[src/rtl/gpu_axis_pkg.sv]
// Shared types and constants for the AXI-Stream heap ingest path.
//   state_t : writer FSM states
//   LANE_W  : width of one heap word / stream lane
//   clog2   : index width helper, never returns less than 1 so a
//             single-lane build still has a usable lane index
package gpu_axis_pkg;

    localparam int LANE_W = 32;

    typedef enum logic [1:0] {
        IDLE,
        RECV,
        DRAIN,
        DONE
    } state_t;

    function automatic int clog2(input int n);
        int r;
        r = 1;
        while ((1 << r) < n) r++;
        return r;
    endfunction

endpackage

[src/rtl/axis_heap_writer_if.sv]
// AXI-Stream beat bus feeding the heap writer.
//   axis_tdata  : LANES x 32-bit words, lane 0 in the low bits
//   axis_tkeep  : one bit per lane, 0 = lane skipped
//   axis_tlast  : last beat of frame
//   axis_tvalid : beat valid (master)
//   axis_tready : beat accept (slave)
interface axis_heap_writer_if #(
    parameter int LANES = 2
);
    logic [gpu_axis_pkg::LANE_W*LANES-1:0] axis_tdata;
    logic [LANES-1:0]                      axis_tkeep;
    logic                                  axis_tlast;
    logic                                  axis_tvalid;
    logic                                  axis_tready;

    modport master (
        output axis_tdata, axis_tkeep, axis_tlast, axis_tvalid,
        input  axis_tready
    );

    modport slave (
        input  axis_tdata, axis_tkeep, axis_tlast, axis_tvalid,
        output axis_tready
    );
endinterface

[src/rtl/axis_lane_unpacker.sv]
// Holds one accepted beat and walks it lane by lane.
//   clk, rst_n  : clock, synchronous active-low reset
//   load        : accept a new beat (in_*) into the buffer, lane index -> 0
//   advance     : step the lane index by one
//   discard     : drop the buffered beat
//   issue_word  : word to register onto the heap port at this edge;
//                 lane 0 of in_data while loading, else the lane after
//                 the current one
//   issue_keep  : keep bit matching issue_word
//   last_lane   : current lane is the final lane of the beat
//   buf_last    : buffered beat carried tlast
module axis_lane_unpacker
    import gpu_axis_pkg::*;
#(
    parameter int LANES = 2
) (
    input  logic                    clk,
    input  logic                    rst_n,
    input  logic                    load,
    input  logic                    advance,
    input  logic                    discard,
    input  logic [LANE_W*LANES-1:0] in_data,
    input  logic [LANES-1:0]        in_keep,
    input  logic                    in_last,
    output logic [LANE_W-1:0]       issue_word,
    output logic                    issue_keep,
    output logic                    last_lane,
    output logic                    buf_last
);
    localparam int IDX_W = clog2(LANES);
    // Buffer padded to a power of two so any index value selects a real
    // slot; padding slots never hold a kept word.
    localparam int SLOTS = 1 << IDX_W;

    logic [SLOTS-1:0][LANE_W-1:0] in_words;
    logic [SLOTS-1:0][LANE_W-1:0] buf_words;
    logic [SLOTS-1:0]             in_keeps;
    logic [SLOTS-1:0]             buf_keep;
    logic [IDX_W-1:0]             lane;
    logic [IDX_W-1:0]             lane_nxt;

    for (genvar i = 0; i < SLOTS; i++) begin : g_slot
        if (i < LANES) begin : g_live
            assign in_words[i] = in_data[LANE_W*i +: LANE_W];
            assign in_keeps[i] = in_keep[i];
        end else begin : g_pad
            assign in_words[i] = '0;
            assign in_keeps[i] = 1'b0;
        end
    end

    assign last_lane  = (lane == IDX_W'(LANES - 1));
    assign lane_nxt   = lane + IDX_W'(1);
    assign issue_word = load ? in_words[0] : buf_words[lane_nxt];
    assign issue_keep = load ? in_keeps[0] : buf_keep[lane_nxt];

    always_ff @(posedge clk) begin
        if (!rst_n || discard) begin
            buf_words <= '0;
            buf_keep  <= '0;
            buf_last  <= 1'b0;
            lane      <= '0;
        end else if (load) begin
            buf_words <= in_words;
            buf_keep  <= in_keeps;
            buf_last  <= in_last;
            lane      <= '0;
        end else if (advance) begin
            lane      <= lane_nxt;
        end
    end
endmodule

[src/rtl/axis_heap_writer.sv]
// AXI-Stream slave that unpacks LANES x 32-bit beats into single-word
// heap writes, one lane per cycle, starting at a programmable base.
//   axis_clk, axis_aresetn : clock, synchronous active-low reset
//   s_axis                 : stream input (axis_heap_writer_if.slave)
//   cfg_start              : arm a frame, samples cfg_base_addr (IDLE only)
//   cfg_abort              : cancel the frame from any state
//   mem_wr_en/addr/wr_data : registered heap write port
//   busy                   : in RECV or DRAIN
//   done                   : one-cycle pulse after the tlast beat drains
//   overflow               : sticky, a kept word was dropped at the heap top
//   word_count             : words written this frame, saturating at depth
module axis_heap_writer
    import gpu_axis_pkg::*;
#(
    parameter int LANES      = 2,
    parameter int MEM_ADDR_W = 12,
    parameter int WRAP_MODE  = 0
) (
    input  logic                  axis_clk,
    input  logic                  axis_aresetn,
    axis_heap_writer_if.slave     s_axis,
    input  logic                  cfg_start,
    input  logic                  cfg_abort,
    input  logic [MEM_ADDR_W-1:0] cfg_base_addr,
    output logic                  mem_wr_en,
    output logic [MEM_ADDR_W-1:0] mem_addr,
    output logic [LANE_W-1:0]     mem_wr_data,
    output logic                  busy,
    output logic                  done,
    output logic                  overflow,
    output logic [MEM_ADDR_W:0]   word_count
);
    localparam logic [MEM_ADDR_W:0]   DEPTH   = {1'b1, {MEM_ADDR_W{1'b0}}};
    localparam logic [MEM_ADDR_W-1:0] TOP     = '1;
    localparam bit                    DO_WRAP = (WRAP_MODE != 0);

    state_t                  state, state_nxt;
    logic                    tready;
    logic                    accept;
    logic                    issue;
    logic [LANE_W-1:0]       issue_word;
    logic                    issue_keep;
    logic                    last_lane;
    logic                    buf_last;
    logic [MEM_ADDR_W-1:0]   wr_ptr;
    // Saturate mode only: the top word has been written, later words drop.
    logic                    ptr_full;

    axis_lane_unpacker #(.LANES(LANES)) u_unpack (
        .clk        (axis_clk),
        .rst_n      (axis_aresetn),
        .load       (accept),
        .advance    (state == DRAIN && !last_lane),
        .discard    (cfg_abort),
        .in_data    (s_axis.axis_tdata),
        .in_keep    (s_axis.axis_tkeep),
        .in_last    (s_axis.axis_tlast),
        .issue_word (issue_word),
        .issue_keep (issue_keep),
        .last_lane  (last_lane),
        .buf_last   (buf_last)
    );

    always_ff @(posedge axis_clk) begin
        if (!axis_aresetn) state <= IDLE;
        else               state <= state_nxt;
    end

    always_comb begin
        state_nxt = state;
        tready    = 1'b0;
        case (state)
            IDLE:  if (cfg_start) state_nxt = RECV;
            RECV: begin
                tready = 1'b1;
                if (s_axis.axis_tvalid) state_nxt = DRAIN;
            end
            DRAIN: begin
                if (last_lane) begin
                    if (buf_last) begin
                        state_nxt = DONE;
                    end else begin
                        // Overlap the next accept with the final lane for
                        // LANES cycles per beat sustained.
                        tready    = 1'b1;
                        state_nxt = s_axis.axis_tvalid ? DRAIN : RECV;
                    end
                end
            end
            DONE:    state_nxt = IDLE;
            default: state_nxt = IDLE;
        endcase
        // Abort also masks tready so no beat is handshaken and then lost.
        if (cfg_abort) begin
            state_nxt = IDLE;
            tready    = 1'b0;
        end
    end

    assign s_axis.axis_tready = tready;
    assign accept = tready && s_axis.axis_tvalid;
    // A lane is registered onto the heap port at every edge that either
    // loads a beat (its lane 0) or steps inside one (the next lane).
    assign issue  = accept || (state == DRAIN && !last_lane && !cfg_abort);
    assign busy   = (state == RECV) || (state == DRAIN);
    assign done   = (state == DONE);

    always_ff @(posedge axis_clk) begin
        if (!axis_aresetn) begin
            mem_wr_en   <= 1'b0;
            mem_addr    <= '0;
            mem_wr_data <= '0;
            wr_ptr      <= '0;
            ptr_full    <= 1'b0;
            overflow    <= 1'b0;
            word_count  <= '0;
        end else begin
            mem_wr_en <= 1'b0;
            if (state == IDLE && cfg_start && !cfg_abort) begin
                wr_ptr     <= cfg_base_addr;
                ptr_full   <= 1'b0;
                overflow   <= 1'b0;
                word_count <= '0;
            end
            if (issue && issue_keep) begin
                if (ptr_full) begin
                    overflow <= 1'b1;
                end else begin
                    mem_wr_en   <= 1'b1;
                    mem_addr    <= wr_ptr;
                    mem_wr_data <= issue_word;
                    wr_ptr      <= wr_ptr + MEM_ADDR_W'(1);
                    ptr_full    <= !DO_WRAP && (wr_ptr == TOP);
                    if (word_count != DEPTH)
                        word_count <= word_count + (MEM_ADDR_W+1)'(1);
                end
            end
        end
    end
endmodule

[src/flat_wrapper.sv]
// flat-port wrapper written by rule: the top's interface ports become plain ports
module axis_heap_writer_flat import gpu_axis_pkg::*;
#(
    parameter int LANES      = 2,
    parameter int MEM_ADDR_W = 12,
    parameter int WRAP_MODE  = 0
)
  (axis_clk, axis_aresetn, cfg_start, cfg_abort, cfg_base_addr, mem_wr_en, mem_addr, mem_wr_data, busy, done, overflow, word_count, s_axis_axis_tdata, s_axis_axis_tkeep, s_axis_axis_tlast, s_axis_axis_tvalid, s_axis_axis_tready);
  axis_heap_writer_if #(.LANES(LANES)) s_axis_i ();
  input  logic axis_clk;
  input  logic axis_aresetn;
  input  logic cfg_start;
  input  logic cfg_abort;
  input  logic [MEM_ADDR_W-1:0] cfg_base_addr;
  output logic mem_wr_en;
  output logic [MEM_ADDR_W-1:0] mem_addr;
  output logic [LANE_W-1:0] mem_wr_data;
  output logic busy;
  output logic done;
  output logic overflow;
  output logic [MEM_ADDR_W:0] word_count;
  input wire logic [$bits(s_axis_i.axis_tdata)-1:0] s_axis_axis_tdata;
  input wire logic [$bits(s_axis_i.axis_tkeep)-1:0] s_axis_axis_tkeep;
  input wire logic [$bits(s_axis_i.axis_tlast)-1:0] s_axis_axis_tlast;
  input wire logic [$bits(s_axis_i.axis_tvalid)-1:0] s_axis_axis_tvalid;
  output wire logic [$bits(s_axis_i.axis_tready)-1:0] s_axis_axis_tready;
  assign s_axis_i.axis_tdata = s_axis_axis_tdata;
  assign s_axis_i.axis_tkeep = s_axis_axis_tkeep;
  assign s_axis_i.axis_tlast = s_axis_axis_tlast;
  assign s_axis_i.axis_tvalid = s_axis_axis_tvalid;
  assign s_axis_axis_tready = s_axis_i.axis_tready;
  axis_heap_writer #(.LANES(LANES), .MEM_ADDR_W(MEM_ADDR_W), .WRAP_MODE(WRAP_MODE)) u_core (.axis_clk(axis_clk), .axis_aresetn(axis_aresetn), .s_axis(s_axis_i), .cfg_start(cfg_start), .cfg_abort(cfg_abort), .cfg_base_addr(cfg_base_addr), .mem_wr_en(mem_wr_en), .mem_addr(mem_addr), .mem_wr_data(mem_wr_data), .busy(busy), .done(done), .overflow(overflow), .word_count(word_count));
endmodule
[config.mk]
export PLATFORM = sky130hd
export DESIGN_NAME = axis_heap_writer_flat
export DESIGN_NICKNAME = d
export VERILOG_FILES = /design/src/rtl/gpu_axis_pkg.sv /design/src/rtl/axis_heap_writer_if.sv /design/src/rtl/axis_lane_unpacker.sv /design/src/rtl/axis_heap_writer.sv /design/src/flat_wrapper.sv
export SDC_FILE = /design/constraint.sdc
export NUM_CORES = 1
export LEC_CHECK = 0
export ABC_CLOCK_PERIOD_IN_PS = 3560
export BUFFER_PORTS_ARGS = -buffer_cell sky130_fd_sc_hd__clkbuf_2
export CAP_MARGIN = 20
export CORE_MARGIN = 8
export CORE_UTILIZATION = 58
export CTS_CLUSTER_DIAMETER = 80
export DETAILED_ROUTE_END_ITERATION = 6
export PLACE_DENSITY = 0.95
export SLEW_MARGIN = 0
export SYNTH_ARGS = -nofsm -noshare
export SYNTH_HDL_FRONTEND = slang
export SYNTH_SLANG_ARGS = --single-unit
[constraint.sdc]
create_clock -name axis_clk -period 3.56 [get_ports axis_clk]
set_input_delay 0.712 -clock axis_clk [delete_from_list [all_inputs] [get_ports axis_clk]]
set_output_delay 0.712 -clock axis_clk [all_outputs]
set_load 0.005 [all_outputs]
# [Word level (Yosys, flattened, before mapping)]
# Cells that the tools add are included.
[word_totals] mem_bits_rw=0 romBits=0 latchBits=0 reg_bits=142 output_inout_bits=62 n_memories=0 inputBits=84
[op_classes] n_reduce_logical=18 n_lt_le_gt_ge=1 n_div=0 muxes=30 n_addsub=3 bitwise=2 n_eq_ne=8 multipliers=0 shift=0
[ops] operator="$mux W32" count=3
[ops] operator="$mux W13" count=4
[ops] operator="$mux W12" count=3
[ops] operator="$add A13 B1 Y13 const B" count=1
[ops] operator="$mux W1" count=13
[ops] operator="$ne A13 B13 Y1 const B" count=1
[ops] operator="$add A12 B1 Y12 const B" count=1
[ops] operator="$eq A12 B12 Y1 const B" count=1
[ops] operator="$mux W2" count=5
[ops] operator="$pmux W2 S4" count=1
[ops] operator="$logic_and A1 B1 Y1" count=6
[ops] operator="$ne A2 B2 Y1 const B" count=3
[ops] operator="$eq A2 B2 Y1 const B" count=2
[ops] operator="$reduce_and A2 Y1" count=2
[ops] operator="$reduce_or A2 Y1" count=2
[ops] operator="$logic_not A1 Y1" count=3
[ops] operator="$logic_or A1 B1 Y1" count=3
[ops] operator="$reduce_and A3 Y1" count=1
[ops] operator="$eq A2 B1 Y1 const B" count=1
[ops] operator="$logic_not A2 Y1" count=1
[ops] operator="$lt A1 B2 Y1 const B" count=1
[ops] operator="$not A1 Y1" count=2
[ops] operator="$pmux W1 S2" count=1
[ops] operator="$add A1 B1 Y1 const B" count=1

# [Longest topological paths before layout]
[logic_depth] depth_word=8 ltp_mapped=9 depth_no_buf=7

# [Hierarchy]
# Synthesis repeated with hierarchy kept, for this count alone.
[hier_totals] cells_unflattened=753 area_unflattened_um2=6457.4
[by_module_without_submodules] module="axis_heap_writer" seq_area_each_um2=1481.4 area_each_um2=3355.7 cells_each=422 instances=1
[by_module_without_submodules] module="axis_lane_unpacker" seq_area_each_um2=1361.3 area_each_um2=3101.7 cells_each=331 instances=1

# [Worst setup path after synthesis]
# OpenSTA, ideal clock, no wires.
[synth_path] path_type="in2reg" startpoint="input cfg_abort" endpoint="register u_core.word_count[11]" cell_stages=5 path_slack_ps=1477 t_arrival_ps=2009 required_ps=3486 path_buffers=0 path_cell_list="nand4bb_1 > a41o_1 > a21o_1 > or4_1 > a31oi_1"
[synth_between] elab_chain_cells=6
[synth_lines] element="start, declared" line="flat_wrapper.sv:13" text="input logic cfg_abort;"
[synth_lines] element="$logic_not A1 Y1" line="axis_heap_writer.sv:104, axis_heap_writer.sv:119"
[synth_lines] element="$logic_and A1 B1 Y1" line="axis_heap_writer.sv:119" text="if (state == IDLE && cfg_start && !cfg_abort) begin"
[synth_lines] element="$mux W13" line="axis_heap_writer.sv:119"
[synth_lines] element="$mux W13" line="axis_heap_writer.sv:134" text="if (word_count != DEPTH)"
[synth_lines] element="$mux W13" line="axis_heap_writer.sv:126" text="if (ptr_full) begin"
[synth_lines] element="$mux W13 (*)" line="axis_heap_writer.sv:125" text="if (issue && issue_keep) begin"
[synth_lines] element="end signal, assigned" line="axis_heap_writer.sv:135" text="word_count <= word_count + (MEM_ADDR_W+1)'(1);"
[synth_lines] element="end, declared" line="axis_heap_writer.sv:31" text="output logic [MEM_ADDR_W:0] word_count"
# Mark *: on every way between the ends. The rest lies on a longest branch, timed or not.
# A chain may end at the register's enable or synchronous reset.

# [Worst setup path after layout]
[layout_path] startpoint="register u_core.u_unpack.lane, in the netlist u_core.u_unpack.last_lane" endpoint="output s_axis_axis_tready"
[layout_between] elab_chain_cells=3
[layout_lines] element="start, declared" line="axis_lane_unpacker.sv:39" text="logic [IDX_W-1:0] lane;"
[layout_lines] element="start signal, assigned" line="axis_lane_unpacker.sv:69" text="lane <= lane_nxt;"
[layout_lines] element="$mux W1" line="axis_heap_writer.sv:79" text="if (last_lane) begin"
[layout_lines] element="$pmux W1 S2" line="axis_heap_writer.sv:72" text="case (state)"
[layout_lines] element="$mux W1" line="axis_heap_writer.sv:94" text="if (cfg_abort) begin"
[layout_lines] element="end, declared" line="flat_wrapper.sv:26" text="output wire logic [$bits(s_axis_i.axis_tready)-1:0] s_axis_axis_tready;"
# Every way passes these cells.

==> run summary <==
The flow ran to the end, but the final reports show violations. The final reports fail on design-rule violations. The total standard cell area after synthesis is 6220 sq um.

The die boundary height was 120 microns; the adder-cell share of the synthesized area was 1.61%. 146 I/O pins were placed. The most used flip-flop cell after synthesis is dfxtp_1.

In this run the worst hold path is classified as in2reg. The worst setup path is of the reg2out kind. The power per unit of standard cell area is 455 nW/um^2.

The floorplan step defined a die boundary enclosing 14300 sq um. The tree built by TritonCTS fans out to 141 sinks. The total of max-cap violations was 0. The tools report the first-pass GRT wire length as 28200 microns. The time the final worst path needs with I/O delays and setup was 2.81 ns; the total via count after detailed routing was 6085. Yosys mapped a number of flops with a built-in enable equal to 0. For this run, the post-layout net count is 998. The clock arrives with 0.0105 ns of skew. Entering global routing, the biggest net connects 68 pins. Critical path's slowest cell: dfxtp_2. During synthesis, Yosys emitted a total of 0 warnings.

TritonCTS built the clock tree. Measured against the total synthesized area, the mux share comes to 5.86%. The count of buffers added on input and output ports is 145.

Once the clock tree was built, the setup fixing pass inserted 0 buffers. The per-cell via count in the routed design is 5.75. The mean instance size in the synthesized netlist was 7.89 sq um; the number of failing setup endpoints in the final timing report was 0. In the finished design, the share of the clock period the worst path needs comes to 79.0%. The row count came out at 38. Of the total synthesized cell area, the portion taken by XOR and XNOR cells is 0%. The worst setup path is launched from a register.

The proportion of layout cells with a drive suffix above 1 is 21.9%. In the routed design, unresolved DRC markers number 2. Clock-pin slew on the worst setup and hold paths: 0.06 ns. At the pin with the least slew margin, the transition time is 0.869 ns. The maximum clock insertion buffer count is 2.

Family with the most delay on the worst path: simple AND/OR/NAND/NOR gates. The run gives 5850 as the number of global-route vias before repair. The startpoint identified for the worst hold timing path is s_axis_axis_tdata[41].

The peak fanout along the critical path is 18. The repair_antennas step left the layout with diodes totalling 0. For this run, asynchronously set or reset flops after synthesis account for 0%. The mean routed wirelength per cell is 16.3 microns. The worst path buffer plus inverter count is 1.

The signal on the critical path passes through and3b_1 > nor2_1 > nor3b_1 > clkbuf_2. The logs give 7 for the total iterations of the first detailed-routing run and 0 for the total of cells resized after clock tree synthesis. The tools report the critical path capture point type as an output port. Summing the sequential cell areas from Yosys gives 45.4% of the chip area. The slack of the worst reg-to-reg path came out at 0.82 ns. The startpoint identified for the worst register-to-register timing path is u_core.state[0].

In this run the remaining antenna-violating nets after routing total 0. The run gives 880 as the net count after synthesis. The arrival time of data at the critical path endpoint came out at 2.10 ns. For the final routed database, the setup TNS stands at 0 ns. Final hold analysis gives a worst-case slack of 0.401 ns.

For the total half-perimeter wirelength after legalization and detailed placement, the log shows 11400 microns. At the end of routability-driven placement, the weighted congestion stood at 0.811. The worst-case IR drop observed on VDD is 0.450 mV.

Relative to the synthesized area, the layout overhead comes to 22.1%. The routed design has 17200 microns of wire. In this design, the stage delay of the slowest critical-path cell is 0.68 ns. The number of buffers added by the clock tree synthesis step came out at 17. The floorplan core area was 10700 sq um; the hold buffer count at CTS was 0.

The logs give 0 for the final hold violation count and 24.0% for the total routing resource utilization after global routing. The static power due to leakage was 2.95 nW; the share of the synthesized area in compound gates (AO/OA/AOI/OAI) was 19.5%. Clock root buffer: clkbuf_8. The logs give 41.9% for the headroom to the max-slew limit and 58.4% for the effective utilization at floorplan.

After Yosys synthesis, and, or, nand and nor cells account for 22.8% of the synthesized area. At the worst endpoint, the required time is 2.85 ns. Synthesis handed over a netlist of 788 instances. Setup repair after global routing left no endpoint under its margin. The logs give 1 for the number of antenna violations at the first check in global routing and 661 for the detailed router's first-iteration violation count.

The combinational family with the most area after synthesis is simple AND/OR/NAND/NOR gates. The synthesized design contains 141 register bits. The clock tree synthesis step divided the H-tree into 4 levels. The later pin in the worst-skew pair is clocked with a latency of 0.53 ns. The number of max-slew violations in the final report was 0; the total global routing overflow was 0. The horizontal die dimension was 120 microns.

The start point of the critical path was u_core.u_unpack.last_lane. The peak clock frequency supported by timing is 0.356 GHz. Number of distinct library cell variants in the gate-level netlist after synthesis: 49.
## cells by family (layout without fill, tap and decap cells)
kind of cell,Yosys count,count (layout)
buf+inv,70,201
simple gates,330,330
flops,141,141
mux,36,36
fa+ha+maj,8,8
compound gates,203,203
## per-stage QoR
step	worst slack [ns]	util, %	std cells	cell area, sq um	power [mW]
2_1_floorplan	1.48	-	788	6220	1.70
3_3_place_gp	0.858	66.0	1027	7020	1.78
3_5_place_dp	0.807	66.0	1027	7020	1.79
4_1_cts	0.761	71.3	1059	7590	3.46
5_1_grt	0.609	71.3	1059	7590	3.55
6_report	0.747	71.3	1059	7590	3.45
## sequential cells by signal, indices dropped and copies added, names as in the netlist
| register | count |
|---|---|
| u_core.state | 2 |
| u_core.u_unpack.buf_last | 1 |
| u_core.u_unpack.buf_keep | 1 |
| u_core.word_count | 13 |
| u_core.mem_wr_data | 32 |
| u_core.mem_wr_en | 1 |
| u_core.mem_addr | 12 |
| u_core.ptr_full | 1 |
| u_core.wr_ptr | 12 |
| u_core.u_unpack.buf_words | 64 |
| u_core.overflow | 1 |
| u_core.u_unpack.last_lane | 1 |
## worst min-delay path: stages
cell,delay (ns)
clkbuf_2,0.08
nand2_1,0.04
a21oi_1,0.05
## layer usage
metal  GRT usage, %  up-vias  wire length, microns  part of all wire [%]
met5              0        -                     8                 0.046
met4           8.67        2                   344                   2.0
met3           8.45       33                  1480                   8.6
met2           39.2      277                  8280                    48
met1           28.5     2803                  7130                    41
li1               -     2970                     -                     -
## power breakdown
group          internal (mW)  switching, mW
Clock                   1.00          0.694
Combinational         0.0618         0.0935
Sequential              1.59         0.0129
Total                   2.65          0.801
## cell type report
cell class,instances,area (sq um)
Clock inverter,13,143
Inverter,10,37.5
Tap cell,140,175
Timing Repair Buffer,159,856
Fill cell,845,3060
Clock buffer,19,422
Sequential cell,141,2820
Multi-Input combinational cell,577,3130
## Yosys cell counts (6+ instances only)
cell type / n / area [sq um]
nand2_1: 249 / 935
dfxtp_1: 141 / 2820
a21oi_1: 125 / 626
o211ai_1: 34 / 255
clkbuf_1: 33 / 124
mux2i_1: 33 / 330
buf_2: 20 / 100
nand3_1: 20 / 100
and3_1: 13 / 81.3
nor2_1: 11 / 41.3
inv_1: 10 / 37.5
a31oi_1: 9 / 56.3
ha_1: 8 / 100
a311oi_1: 7 / 61.3
o21ai_0: 7 / 35.0
nor3_1: 6 / 30.0
or3_1: 6 / 37.5
## layout by cell type (no fill, tap or decap), types with 3 or more instances in the layout
cell type and count:
o31a_1 3, o211ai_1 34, a21oi_1 125, inv_1 9
buf_4 12, mux2_2 3, clkinv_4 4, and3_1 13
clkinv_2 3, a311oi_1 7, nand2b_1 3, or3_1 6
clkbuf_16 16, nor3_1 6, dfxtp_1 140, mux2i_1 33
nand4_1 4, o21ai_0 7, a31oi_1 9, clkbuf_2 145
nand2_1 248, nand3b_1 4, nand3_1 20, nor2_1 11
ha_1 8
## worst paths after layout
path | cells after the start | to
setup / recovery | 4 | s_axis_axis_tready
hold / removal | 3 | u_core.u_unpack.buf_words[41]
setup reg to reg | 8 | u_core.wr_ptr[9]
hold reg to reg | 2 | u_core.mem_wr_data[30]
Note: power is estimated with default switching activity, not from simulation.
